--- src/rtl/uart_pkg.sv ---
// Shared types and constants for the UART receive path.
// The tick constants describe one bit period of 16x oversampling.
package uart_pkg;

  typedef enum logic [1:0] {
    IDLE,
    START,
    DATA,
    STOP
  } rx_state_t;

  localparam int OVERSAMPLE = 16;
  localparam int MID_TICK   = 7;
  localparam int LAST_TICK  = OVERSAMPLE - 1;

endpackage

--- src/rtl/sync_2ff.sv ---
// Generic two-flop synchroniser for asynchronous inputs.
// RST_VAL sets the value both flops take on reset.
module sync_2ff #(
  parameter int   WIDTH   = 1,
  parameter logic RST_VAL = 1'b1
) (
  input  logic             i_clk,
  input  logic             i_rst,
  input  logic [WIDTH-1:0] i_d,
  output logic [WIDTH-1:0] o_q
);

  logic [WIDTH-1:0] meta_q;
  logic [WIDTH-1:0] sync_q;

  always_ff @(posedge i_clk) begin
    if (i_rst) begin
      meta_q <= {WIDTH{RST_VAL}};
      sync_q <= {WIDTH{RST_VAL}};
    end else begin
      meta_q <= i_d;
      sync_q <= meta_q;
    end
  end

  assign o_q = sync_q;

endmodule

--- src/rtl/uart_rx.sv ---
// 8N1-style UART receiver driven by a 16x oversampling tick.
// Emits one single-cycle valid or framing-error pulse per frame.
module uart_rx
  import uart_pkg::*;
#(
  parameter int DATA_BITS = 8
) (
  input  logic                 i_clk,
  input  logic                 i_rst,
  input  logic                 i_sample_tick,
  input  logic                 i_rx,
  output logic [DATA_BITS-1:0] o_data,
  output logic                 o_valid,
  output logic                 o_frame_err,
  output logic                 o_busy
);

  localparam logic [3:0] MID_CNT  = 4'(MID_TICK);
  localparam logic [3:0] LAST_CNT = 4'(LAST_TICK);
  localparam logic [2:0] LAST_BIT = 3'(DATA_BITS - 1);

  rx_state_t            state_q;
  logic [3:0]           tick_cnt_q;
  logic [2:0]           bit_cnt_q;
  logic [DATA_BITS-1:0] shift_q;
  logic [DATA_BITS-1:0] data_q;
  logic                 valid_q;
  logic                 ferr_q;
  logic                 busy_q;
  logic                 rx_prev_q;
  logic                 rx_s;
  logic                 rx_fall;

  sync_2ff #(.WIDTH(1), .RST_VAL(1'b1)) u_rx_sync (
    .i_clk (i_clk),
    .i_rst (i_rst),
    .i_d   (i_rx),
    .o_q   (rx_s)
  );

  always_ff @(posedge i_clk) begin
    if (i_rst) rx_prev_q <= 1'b1;
    else       rx_prev_q <= rx_s;
  end

  // Only a fresh high-to-low transition arms the receiver; a held-low line does not.
  assign rx_fall = rx_prev_q & ~rx_s;

  always_ff @(posedge i_clk) begin
    if (i_rst) begin
      state_q    <= IDLE;
      tick_cnt_q <= '0;
      bit_cnt_q  <= '0;
      shift_q    <= '0;
      data_q     <= '0;
      valid_q    <= 1'b0;
      ferr_q     <= 1'b0;
      busy_q     <= 1'b0;
    end else begin
      valid_q <= 1'b0;
      ferr_q  <= 1'b0;
      case (state_q)
        IDLE: begin
          // A tick coinciding with the edge is deliberately not counted.
          if (rx_fall) begin
            state_q    <= START;
            tick_cnt_q <= '0;
            busy_q     <= 1'b1;
          end
        end
        START: begin
          if (i_sample_tick) begin
            if (tick_cnt_q == MID_CNT) begin
              if (!rx_s) begin
                state_q    <= DATA;
                tick_cnt_q <= '0;
                bit_cnt_q  <= '0;
              end else begin
                state_q <= IDLE;
                busy_q  <= 1'b0;
              end
            end else begin
              tick_cnt_q <= tick_cnt_q + 4'd1;
            end
          end
        end
        DATA: begin
          if (i_sample_tick) begin
            if (tick_cnt_q == LAST_CNT) begin
              shift_q    <= {rx_s, shift_q[DATA_BITS-1:1]};
              tick_cnt_q <= '0;
              if (bit_cnt_q == LAST_BIT) state_q <= STOP;
              else                       bit_cnt_q <= bit_cnt_q + 3'd1;
            end else begin
              tick_cnt_q <= tick_cnt_q + 4'd1;
            end
          end
        end
        STOP: begin
          // Leaves mid stop bit so a back-to-back start edge is not missed.
          if (i_sample_tick) begin
            if (tick_cnt_q == LAST_CNT) begin
              data_q     <= shift_q;
              valid_q    <= rx_s;
              ferr_q     <= ~rx_s;
              state_q    <= IDLE;
              busy_q     <= 1'b0;
              tick_cnt_q <= '0;
            end else begin
              tick_cnt_q <= tick_cnt_q + 4'd1;
            end
          end
        end
        default: begin
          state_q <= IDLE;
          busy_q  <= 1'b0;
        end
      endcase
    end
  end

  assign o_data      = data_q;
  assign o_valid     = valid_q;
  assign o_frame_err = ferr_q;
  assign o_busy      = busy_q;

endmodule

--- config.mk ---
export PLATFORM = sky130hd
export DESIGN_NAME = uart_rx
export DESIGN_NICKNAME = d
export VERILOG_FILES = /design/src/rtl/uart_pkg.sv /design/src/rtl/sync_2ff.sv /design/src/rtl/uart_rx.sv
export SDC_FILE = /design/constraint.sdc
export NUM_CORES = 1
export LEC_CHECK = 0
export BUFFER_PORTS_ARGS = -buffer_cell sky130_fd_sc_hd__buf_2
export CORE_MARGIN = 8
export CORE_UTILIZATION = 51
export DETAILED_ROUTE_END_ITERATION = 7
export PLACE_DENSITY = 0.72
export SYNTH_ARGS = -nofsm -noshare
export SYNTH_HDL_FRONTEND = slang
export SYNTH_HIERARCHICAL = 1
export SYNTH_SLANG_ARGS = --single-unit
--- constraint.sdc ---
create_clock -name i_clk -period 1.5 [get_ports i_clk]
set_input_delay 0.3 -clock i_clk [delete_from_list [all_inputs] [get_ports i_clk]]
set_output_delay 0.3 -clock i_clk [all_outputs]
set_load 0.005 [all_outputs]
==> flow_metrics.py, run 1 <==
metrics = {
    "route": {
        "num_vias": 1160,
        "drc_errors": 0,
        "final_antenna_net_count": 0,
        "wl_mm": 3.15,
        "viasPerCell": 5.71,
        "wl_per_cell_um": 15.5,
        "first_pass_iters": 4,
        "drtIter0Drc": 73,
    },
    "critical_path": {
        "rrSetupSlack_ns": 0.004,
        "rr_worst_depth": 4,
        "cp_data_arrival_time_ns": 1.71,
        "critical_path.max_fanout": 11,
        "cp-startpoint": "state_q[0]",
        "r2r_end": "state_q[0]",
        "crit_buf_inv": 0,
        "crit_type": "register to register",
        "path_cells": "nor4b_4 > a21oi_2 > nor2_2 > mux2_2",
        "critical-path-top-delay-family": "simple AND/OR/NAND/NOR gates",
        "critPathSlowestCell": "dfxtp_2",
        "startpoint_type": "register",
        "r2r-start": "state_q[0]",
        "endpoint_kind": "register",
        "required_ns": 1.71,
        "max_stage_delay_ns": 0.41,
    },
    "global_route": {
        "grt_max_degree": 20,
        "grt_pass1_wl_mm": 5.26,
        "antenna_found_initial": 0,
        "grt_util_all_layers_pct": 15.2,
        "grt_pass1_vias": 1145,
        "grt_remaining_overflow": 0,
    },
    "cts": {
        "clk_pin_slew_ns": 0.09,
        "clk_path_buf_depth": 2,
        "cts_tree": "yes",
        "cts_root_buf": "clkbuf_4",
        "cts.sinks": 31,
        "htree_levels": 2,
        "cts_buffers": 5,
        "clkLatencyLatePin_ns": 0.32,
    },
    "min_path": {
        "hold_path_depth": 2,
        "hold_end": "u_rx_sync/meta_q",
        "hp-class": "input port to register",
        "min_from": "i_rx",
    },
    "power_and_ir_drop": {
        "p_total_mw": 1.41,
        "power.share.combinational_pct": 10.1,
        "p_int_mw": 1.06,
        "powerDensity_nw_per_um2": 827,
        "power_frac_clock_pct": 29.6,
        "seqPwrFrac_pct": 60.3,
        "p_leak_nw": 0.676,
        "swShare_pct": 24.5,
        "power_switching_mw": 0.346,
        "peakVddDrop_mv": 0.760,
    },
    "sta": {
        "fin_crit_sh_pct": 99.7,
        "tightestPinTransition_ns": 0.334,
        "period_minus_slack_ns": 1.50,
        "rsz0062_at_grt": "true",
        "skew_ns": 0.00679,
        "relSlewSlack_pct": 77.7,
        "report.final.slew_viol_count": 0,
        "fmax_ghz": 0.668,
        "holdWs_ns": 0.160,
        "hold_viol_final": 0,
        "setup_viol_count_final": 0,
        "fin_tns_setup_ns": 0,
    },
    "synth": {
        "ys_ff_latch": 31,
        "ys.flop_type": "dfxtp_1",
        "syn_area_per_cell_um2": 9.46,
        "async_flop_share_pct": 0,
        "syn_nets": 151,
        "synth_cell_types": 39,
        "syn_area_um2": 1360,
        "yosysWarnings": 6,
        "synth-seq-area-share_pct": 45.5,
        "netlist_instances": 144,
        "synth_edf_count": 0,
    },
    "cells_and_area": {
        "instances_no_fill": 203,
        "finalNetCount": 181,
        "area_growth_pct": 25.2,
        "drive_gt1_share_pct": 33.5,
        "final_util_pct": 68.2,
        "n_antenna_cell": 0,
    },
    "floorplan": {
        "rows": 18,
        "start_util_pct": 54.5,
        "die_h_um": 67.7,
        "core_um2": 2500,
        "pin_count": 15,
        "die_area_um2": 4580,
        "die_w_um": 67.7,
    },
    "outcome": {
        "status": "finished clean",
    },
    "place": {
        "portBuffers": 14,
        "dp.cells": 194,
        "gp_congestion": 0.831,
        "dpl.hpwl_mm": 2.23,
    },
    "job": {
        "max_cap_viol_count": 0,
    },
}
## area by class of cell
class                   instances  area (um^2)
repair buffers                 32          239
flip-flops and latches         31          632
clock buffers                   6         41.3
inverters                       3         11.3
well taps                      30         37.5
fillers                       201          795
multi-input cells             101          744
## per-stage QoR
stage               instance area (um^2)  setup slack (ns)
finish                              1710           0.00399
detailed placement                  1550           -0.0581
floorplan                           1360           0.00708
global route                        1710           -0.0722
global placement                    1550           -0.0343
CTS                                 1620           -0.0270
## routing by layer
layer	up-vias	part of all wire (%)	GRT usage, %
met3	4	3.8	5.30
met5	-	0	0
met4	0	1.2	7.57
met1	559	42	15.9
met2	26	53	26.4
li1	571	-	-
## flip-flops by register name (all words and copies together) (netlist names), named ones only
signal and cells:
u_rx_sync/meta_q 1, rx_prev_q 1, u_rx_sync/o_q 1, o_frame_err 1
o_data 8, tick_cnt_q 4, o_valid 1, o_busy 1
state_q 1, shift_q 8, bit_cnt_q 3
## power groups by stage
stage | clock, mW | sequential, mW | combinational, mW
after floorplan | 0 | 0.857 | 0.0866
after global placement | 0 | 0.866 | 0.117
after detailed placement | 0 | 0.867 | 0.121
after CTS | 0.435 | 0.851 | 0.126
after global routing | 0.468 | 0.852 | 0.154
final | 0.417 | 0.851 | 0.143
## kinds of logic (layout without fill, tap and decap cells)
family	after synthesis	after routing	share of synthesized area [%]
AOI/OAI and AO/OA	25	25	13.1
xor gates and xnor gates	2	2	1.29
adders and majority gates	3	3	2.76
buffers and inverters	12	41	4.22
DFF	31	31	45.5
muxes	17	17	12.6
and+or+nand+nor	54	54	20.5
## worst reg2reg max path, delay by kind of cell, from the launching register on
family | cells | cell delay, ns
simple gates | 2 | 0.55
mux | 1 | 0.36
compound gates | 1 | 0.06
flops | 1 | 0.41
## cells in the final DEF, fill, tap and decap left out, drive strengths merged, types with 2 or more instances in the layout
cell,n
nor3b,3
clkbuf,7
ha,3
o211ai,4
mux2i,16
o32ai,2
nor2,23
and3,2
a21oi,6
dfxtp,31
o21ai,2
inv,3
buf,31
nand2,7
or2,4
a211oi,2
nor3,4
and2,2
a21o,2
nand4,4
## synthesized netlist by cell type (2+ instances only)
| cell | instances | share of area (%) |
|---|---|---|
| a21oi_1 | 6 | 2.2 |
| o211ai_1 | 4 | 2.2 |
| buf_4 | 2 | 1.1 |
| nor2_1 | 22 | 6.1 |
| nor3b_1 | 3 | 1.7 |
| nand2_1 | 7 | 1.9 |
| ha_1 | 3 | 2.8 |
| a21o_1 | 2 | 1.1 |
| inv_1 | 3 | 0.83 |
| or2_1 | 2 | 0.92 |
| nor3_1 | 4 | 1.5 |
| dfxtp_1 | 31 | 46 |
| or2_2 | 2 | 0.92 |
| and2_1 | 2 | 0.92 |
| a211oi_1 | 2 | 1.1 |
| o21ai_0 | 2 | 0.73 |
| mux2i_1 | 16 | 12 |
| o32ai_1 | 2 | 1.3 |
| nand4_1 | 4 | 1.8 |
| and3_1 | 2 | 0.92 |
| clkbuf_1 | 3 | 0.83 |
| buf_2 | 3 | 1.1 |
## worst max path at each step
stage	end	cells after the start
after floorplan	shift_q[5]	6
after global placement	state_q[0]	4
after detailed placement	state_q[0]	4
after global routing	o_data[4]	7
final	state_q[0]	4
after CTS	state_q[0]	6
## repair_timing
action	CTS	global route
gates resized for setup	8	13
setup endpoints to repair	15	23
hold buffers	0	0
pin swaps	1	8
gates cloned	0	1
buffers inserted	0	2
(Power assumes the default switching activity.)
==> inputs of run 2 (changes only) <==
- MAX_ROUTING_LAYER: default -> met4
==> run 2 against run 1 <==
  * Clock-buffer cell count did not move
  * Routed wire length up 1.0%
  * Design area did not move
  * Final cell count did not move
  * Hold slack worse by 0.0049 ns
  * Fmax is 0.24% lower
  * Critical endpoint unchanged
==> flow_metrics.py, run 2 (same netlist as run 1, synthesis figures left out) <==
metrics = {
    "power_and_ir_drop": {
        "powerDensity_nw_per_um2": 830,
        "p_leak_nw": 0.676,
        "peakVddDrop_mv": 0.767,
    },
    "cts": {
        "cts_hold_buf": 0,
        "cts_root_buf": "clkbuf_4",
        "cts_tree": "yes",
        "clkLatencyLatePin_ns": 0.33,
        "cts_buffers": 5,
        "cts.sinks": 31,
        "clk_pin_slew_ns": 0.09,
        "clk_path_buf_depth": 2,
        "htree_levels": 2,
    },
    "route": {
        "drtIter0Drc": 73,
        "drc_errors": 0,
        "num_vias": 1170,
        "first_pass_iters": 4,
        "wl_per_cell_um": 15.7,
        "wl_mm": 3.18,
        "final_antenna_net_count": 0,
        "viasPerCell": 5.76,
    },
    "cells_and_area": {
        "finalNetCount": 181,
        "n_antenna_cell": 0,
        "drive_gt1_share_pct": 33.5,
        "final_util_pct": 68.2,
        "final_cell_mix": "24 x dfxtp_1, 21 x nor2_1, 16 x mux2i_1",
        "layout_commonest_cell": "dfxtp_1",
        "area_growth_pct": 25.2,
        "instances_no_fill": 203,
        "nFillCells": 201,
    },
    "critical_path": {
        "required_ns": 1.72,
        "cp_data_arrival_time_ns": 1.72,
        "endpoint_kind": "register",
        "critPathSlowestCell": "dfxtp_2",
        "max_stage_delay_ns": 0.41,
        "critical-path-top-delay-family": "simple AND/OR/NAND/NOR gates",
        "crit_buf_inv": 0,
        "path_cells": "nor4b_4 > a21oi_2 > nor2_2 > mux2_2",
        "startpoint_type": "register",
        "critical_path.max_fanout": 11,
        "crit_type": "register to register",
    },
    "global_route": {
        "antenna_found_initial": 0,
        "grt_pass1_vias": 1143,
        "grt_util_all_layers_pct": 15.6,
        "grt_remaining_overflow": 0,
        "grt_max_degree": 20,
        "grt_pass1_wl_mm": 5.26,
    },
    "place": {
        "dp.cells": 194,
        "dpl.hpwl_mm": 2.23,
        "gp_congestion": 0.843,
        "dpl_worst_slack_ns": -0.0581,
        "portBuffers": 14,
    },
    "min_path": {
        "hp-class": "input port to register",
    },
    "sta": {
        "hold_viol_final": 0,
        "period_minus_slack_ns": 1.50,
        "skew_ns": 0.00737,
        "setup_slack_ns": 0.000372,
        "report.final.slew_viol_count": 0,
        "fmax_ghz": 0.667,
        "rsz0062_at_grt": "true",
        "relSlewSlack_pct": 77.7,
        "fin_tns_setup_ns": 0,
        "fin_crit_sh_pct": 100,
        "tightestPinTransition_ns": 0.334,
        "setup_viol_count_final": 0,
    },
    "floorplan": {
        "die_w_um": 67.7,
        "die_h_um": 67.7,
        "pin_count": 15,
        "rows": 18,
        "start_util_pct": 54.5,
        "core_um2": 2500,
        "die_area_um2": 4580,
    },
    "outcome": {
        "status": "finished clean",
    },
    "job": {
        "max_cap_viol_count": 0,
    },
}
run 2: cell counts in the layout (fill, tap and decap cells not counted):
Identical to the previous run, type by type.
run 2: final timing paths:
check              startpoint               end  slack [ns]  cells after the start
max                state_q[0]        state_q[0]      0.0004                      4
max reg2reg        state_q[0]        state_q[0]      0.0004                      4
min                      i_rx  u_rx_sync/meta_q        0.16                      2
min reg2reg  u_rx_sync/meta_q     u_rx_sync/o_q        0.41                      1
run 2: metal layers:
metal	up-vias	share of wire (%)	GRT usage, %
met2	26	52	26.4
met1	565	42	16.0
met4	0	2.1	7.57
met5	-	0	-
met3	8	3.3	5.13
li1	571	-	-
run 2: through the flow:
stage	cell area, um^2	power, mW	hold WS, ns
floorplan	1360	0.943	0.383
global placement	1550	0.983	0.391
detailed placement	1550	0.988	0.393
CTS	1620	1.41	0.137
global route	1710	1.47	0.142
finish	1710	1.42	0.155
run 2: what timing repair did:
action,4_1_cts,5_1_grt
buffers inserted,0,2
cloned,0,1
setup endpoints to repair,15,23
resized for setup,8,13
pin swaps,1,8
run 2: cell type report:
class / count / area [um^2] / share of cell area, %
flip-flops and latches: 31 / 632 / 37.1
multi-input cells: 101 / 744 / 43.7
repair buffers: 32 / 239 / 14.0
well taps: 30 / 37.5 / 2.20
inverters: 3 / 11.3 / 0.660
clock buffers: 6 / 41.3 / 2.42
run 2: where the power goes:
part           internal, mW  switching, mW  total, mW  leakage [nW]
Combinational        0.0668         0.0760      0.143         0.397
Clock                 0.166          0.256      0.422        0.0242
Sequential            0.832         0.0190      0.851         0.254
Total                  1.06          0.351       1.42         0.676
==> inputs of run 3 (changes only) <==
- CORE_UTILIZATION: 51 -> 50
- PLACE_DENSITY: 0.72 -> 0.71
- REMOVE_ABC_BUFFERS: default -> 1
- SYNTH_HIERARCHICAL: 1 -> default
==> run 3 against run 2 <==
  * The run now ends with negative setup slack left
  * Register-to-register slack got worse by 0.02 ns
  * Final cell count is 0.99% lower
  * Global-route usage is 1.5 points lower
  * Hold slack got worse by 0.0048 ns
  * Design area is 1.2% higher
  * Utilization grew 0.80 points
  * Clock power increased by 33%
  * Synthesized cell count shrank 7.6%
  * Fmax fell by 1.5%
  * Power grew 6.7%
  * Non-clock buffer count increased by 5
==> flow_metrics.py, run 3 <==
metrics = {
    "cts": {
        "htree_levels": 2,
        "clkLatencyLatePin_ns": 0.33,
        "clk_pin_slew_ns": 0.09,
        "cts_buffers": 5,
        "clk_path_buf_depth": 2,
        "cts.sinks": 31,
        "cts_tree": "yes",
        "cts_root_buf": "clkbuf_4",
        "cts_hold_buf": 0,
    },
    "critical_path": {
        "cp-endpoint": "bit_cnt_q[0]",
        "max_stage_delay_ns": 0.35,
        "crit_type": "register to register",
        "endpoint_kind": "register",
        "critical-path-top-delay-family": "flip-flops",
        "required_ns": 1.70,
        "cp-startpoint": "bit_cnt_q[0]",
        "crit_path_frequent_cell": "ha_4",
        "critical_path.max_fanout": 3,
        "critPathSlowestCell": "dfxtp_2",
        "path_depth": 7,
        "rrSetupSlack_ns": -0.02,
        "path_cells": "ha_4 > ha_4 > nor4bb_4 > o211ai_1 > buf_4 > mux2i_1 > nor2_1",
        "r2r-start": "bit_cnt_q[0]",
        "cp_data_arrival_time_ns": 1.73,
        "r2r_end": "bit_cnt_q[0]",
        "rr_worst_depth": 7,
        "startpoint_type": "register",
        "crit_buf_inv": 1,
    },
    "route": {
        "met3_wirelength_um": 104,
        "drtIter0Drc": 59,
        "first_pass_iters": 4,
        "drc_errors": 0,
        "viasPerCell": 5.35,
        "wl_met2_mm": 1.46,
        "routed.top_layer": "met4",
        "wl_met1_mm": 1.32,
        "wl_per_cell_um": 14.5,
        "num_vias": 1076,
        "wl_mm": 2.91,
        "final_antenna_net_count": 0,
    },
    "global_route": {
        "grt_remaining_overflow": 0,
        "grt_pass1_vias": 1054,
        "antenna_found_initial": 0,
        "grt_util_all_layers_pct": 14.2,
        "grt_pass1_wl_mm": 4.80,
        "grt_max_degree": 27,
    },
    "outcome": {
        "status": "finished, violations left",
        "violations": "negative setup slack",
    },
    "place": {
        "portBuffers": 14,
        "dpl_worst_slack_ns": -0.0708,
        "gp_congestion": 0.783,
        "dp.cells": 189,
        "placed_area_um2": 1530,
        "dpl.hpwl_mm": 1.89,
    },
    "power_and_ir_drop": {
        "swShare_pct": 23.5,
        "power_switching_mw": 0.355,
        "powerDensity_nw_per_um2": 875,
        "peakVddDrop_mv": 0.837,
        "p_total_mw": 1.51,
        "seqPwrFrac_pct": 55.8,
        "power_frac_clock_pct": 37.3,
        "p_int_mw": 1.16,
        "p_leak_nw": 0.695,
        "power.share.combinational_pct": 6.9,
    },
    "sta": {
        "holdWs_ns": 0.151,
        "setup_slack_ns": -0.0226,
        "fin_tns_setup_ns": -0.0571,
        "period_minus_slack_ns": 1.52,
        "relSlewSlack_pct": 70.8,
        "fin_crit_sh_pct": 102,
        "rsz0062_at_grt": "true",
        "skew_ns": 0.0120,
        "hold_viol_final": 0,
        "fmax_ghz": 0.657,
        "tightestPinTransition_ns": 0.439,
        "report.final.slew_viol_count": 0,
        "setup_viol_count_final": 3,
    },
    "cells_and_area": {
        "final_cell_mix": "26 x nor2_1, 24 x dfxtp_1, 22 x buf_4",
        "layout_commonest_cell": "nor2_1",
        "n_antenna_cell": 0,
        "area_growth_pct": 30.0,
        "final_util_pct": 69.0,
        "finalNetCount": 177,
        "fin_area_um2": 1730,
        "drive_gt1_share_pct": 39.8,
        "instances_no_fill": 201,
    },
    "floorplan": {
        "pin_count": 15,
        "die_w_um": 67.5,
        "die_h_um": 67.5,
        "rows": 18,
        "start_util_pct": 53.1,
        "core_um2": 2500,
        "die_area_um2": 4560,
    },
    "synth": {
        "ys_top_cells_by_area": "dfxtp_1 47%, mux2i_1 14%, nor2_1 7.4%",
        "syn_area_um2": 1330,
        "synth_edf_count": 0,
        "synthTopCellsByCount": "31 x dfxtp_1, 26 x nor2_1, 19 x mux2i_1",
        "synth-seq-area-share_pct": 46.7,
        "synth_cell_types": 38,
        "ys.flop_type": "dfxtp_1",
        "yosysMostFrequentCell": "dfxtp_1",
        "syn_area_per_cell_um2": 9.98,
        "synth_top_area_share_pct": 46.7,
        "yosysWarnings": 0,
        "netlist_instances": 133,
        "netlist.top_cell.by_area": "dfxtp_1",
        "async_flop_share_pct": 0,
        "ys_ff_latch": 31,
    },
    "min_path": {
        "hp-class": "input port to register",
    },
    "job": {
        "max_cap_viol_count": 0,
    },
}
run 3: cell count changes after synthesis, sizes merged, moves of 3 or more:
cell	previous run	this run
nor2	23	27
mux2i	16	19
nand2	7	4
buf	5	2
o211ai	4	1
o21ai	2	5
run 3: worst min-delay path by stage:
| stage | from | end | slack, ns | depth (start not counted) |
|---|---|---|---|---|
| 2_1_floorplan | i_rst | register | 0.37 | 1 |
| 3_3_place_gp | u_rx_sync.meta_q | u_rx_sync.o_q | 0.39 | 1 |
| 3_5_place_dp | u_rx_sync.meta_q | u_rx_sync.o_q | 0.40 | 1 |
| 4_1_cts | i_rx | u_rx_sync.meta_q | 0.14 | 2 |
| 5_1_grt | i_rx | u_rx_sync.meta_q | 0.14 | 2 |
| 6_report | i_rx | u_rx_sync.meta_q | 0.15 | 2 |
run 3: logic make-up (layout without fill, tap and decap cells):
logic type / count (synthesis) / in the layout / synth area share (%)
DFF: 31 / 31 / 46.7
xor gates and xnor gates: 1 / 1 / 0.660
muxes: 19 / 19 / 14.3
AOI/OAI and AO/OA: 16 / 16 / 7.54
buffers and inverters: 8 / 46 / 4.90
and+or+nand+nor: 55 / 55 / 23.0
adders and majority gates: 3 / 3 / 2.83
run 3: final cells by class:
| type | instances | area (um^2) |
|---|---|---|
| clock inverter | 1 | 7.51 |
| fill | 199 | 774 |
| multi-input combinational | 94 | 724 |
| inverter | 1 | 3.75 |
| timing repair buffer | 37 | 255 |
| tap | 30 | 37.5 |
| clock buffer | 7 | 65.1 |
| sequential | 31 | 632 |
run 3: repair_timing:
item | 4_1_cts | 5_1_grt
setup buffers | 1 | 3
pin swaps | 6 | 6
resized for setup | 12 | 9
setup endpoints to repair | 19 | 24
run 3: power groups by stage:
stage          clock network [mW]  registers (mW)  logic [mW]
3_3_place_gp                    0           0.860      0.0942
3_5_place_dp                    0           0.861      0.0966
6_report                    0.563           0.843       0.104
2_1_floorplan                   0           0.863      0.0371
4_1_cts                     0.570           0.843      0.0983
5_1_grt                     0.616           0.845       0.114
run 3: routing by layer:
metal	GRT usage, %	vias up
li1	-	543
met1	16.6	508
met2	22.1	21
met3	4.97	4
met4	4.70	0
met5	-	-
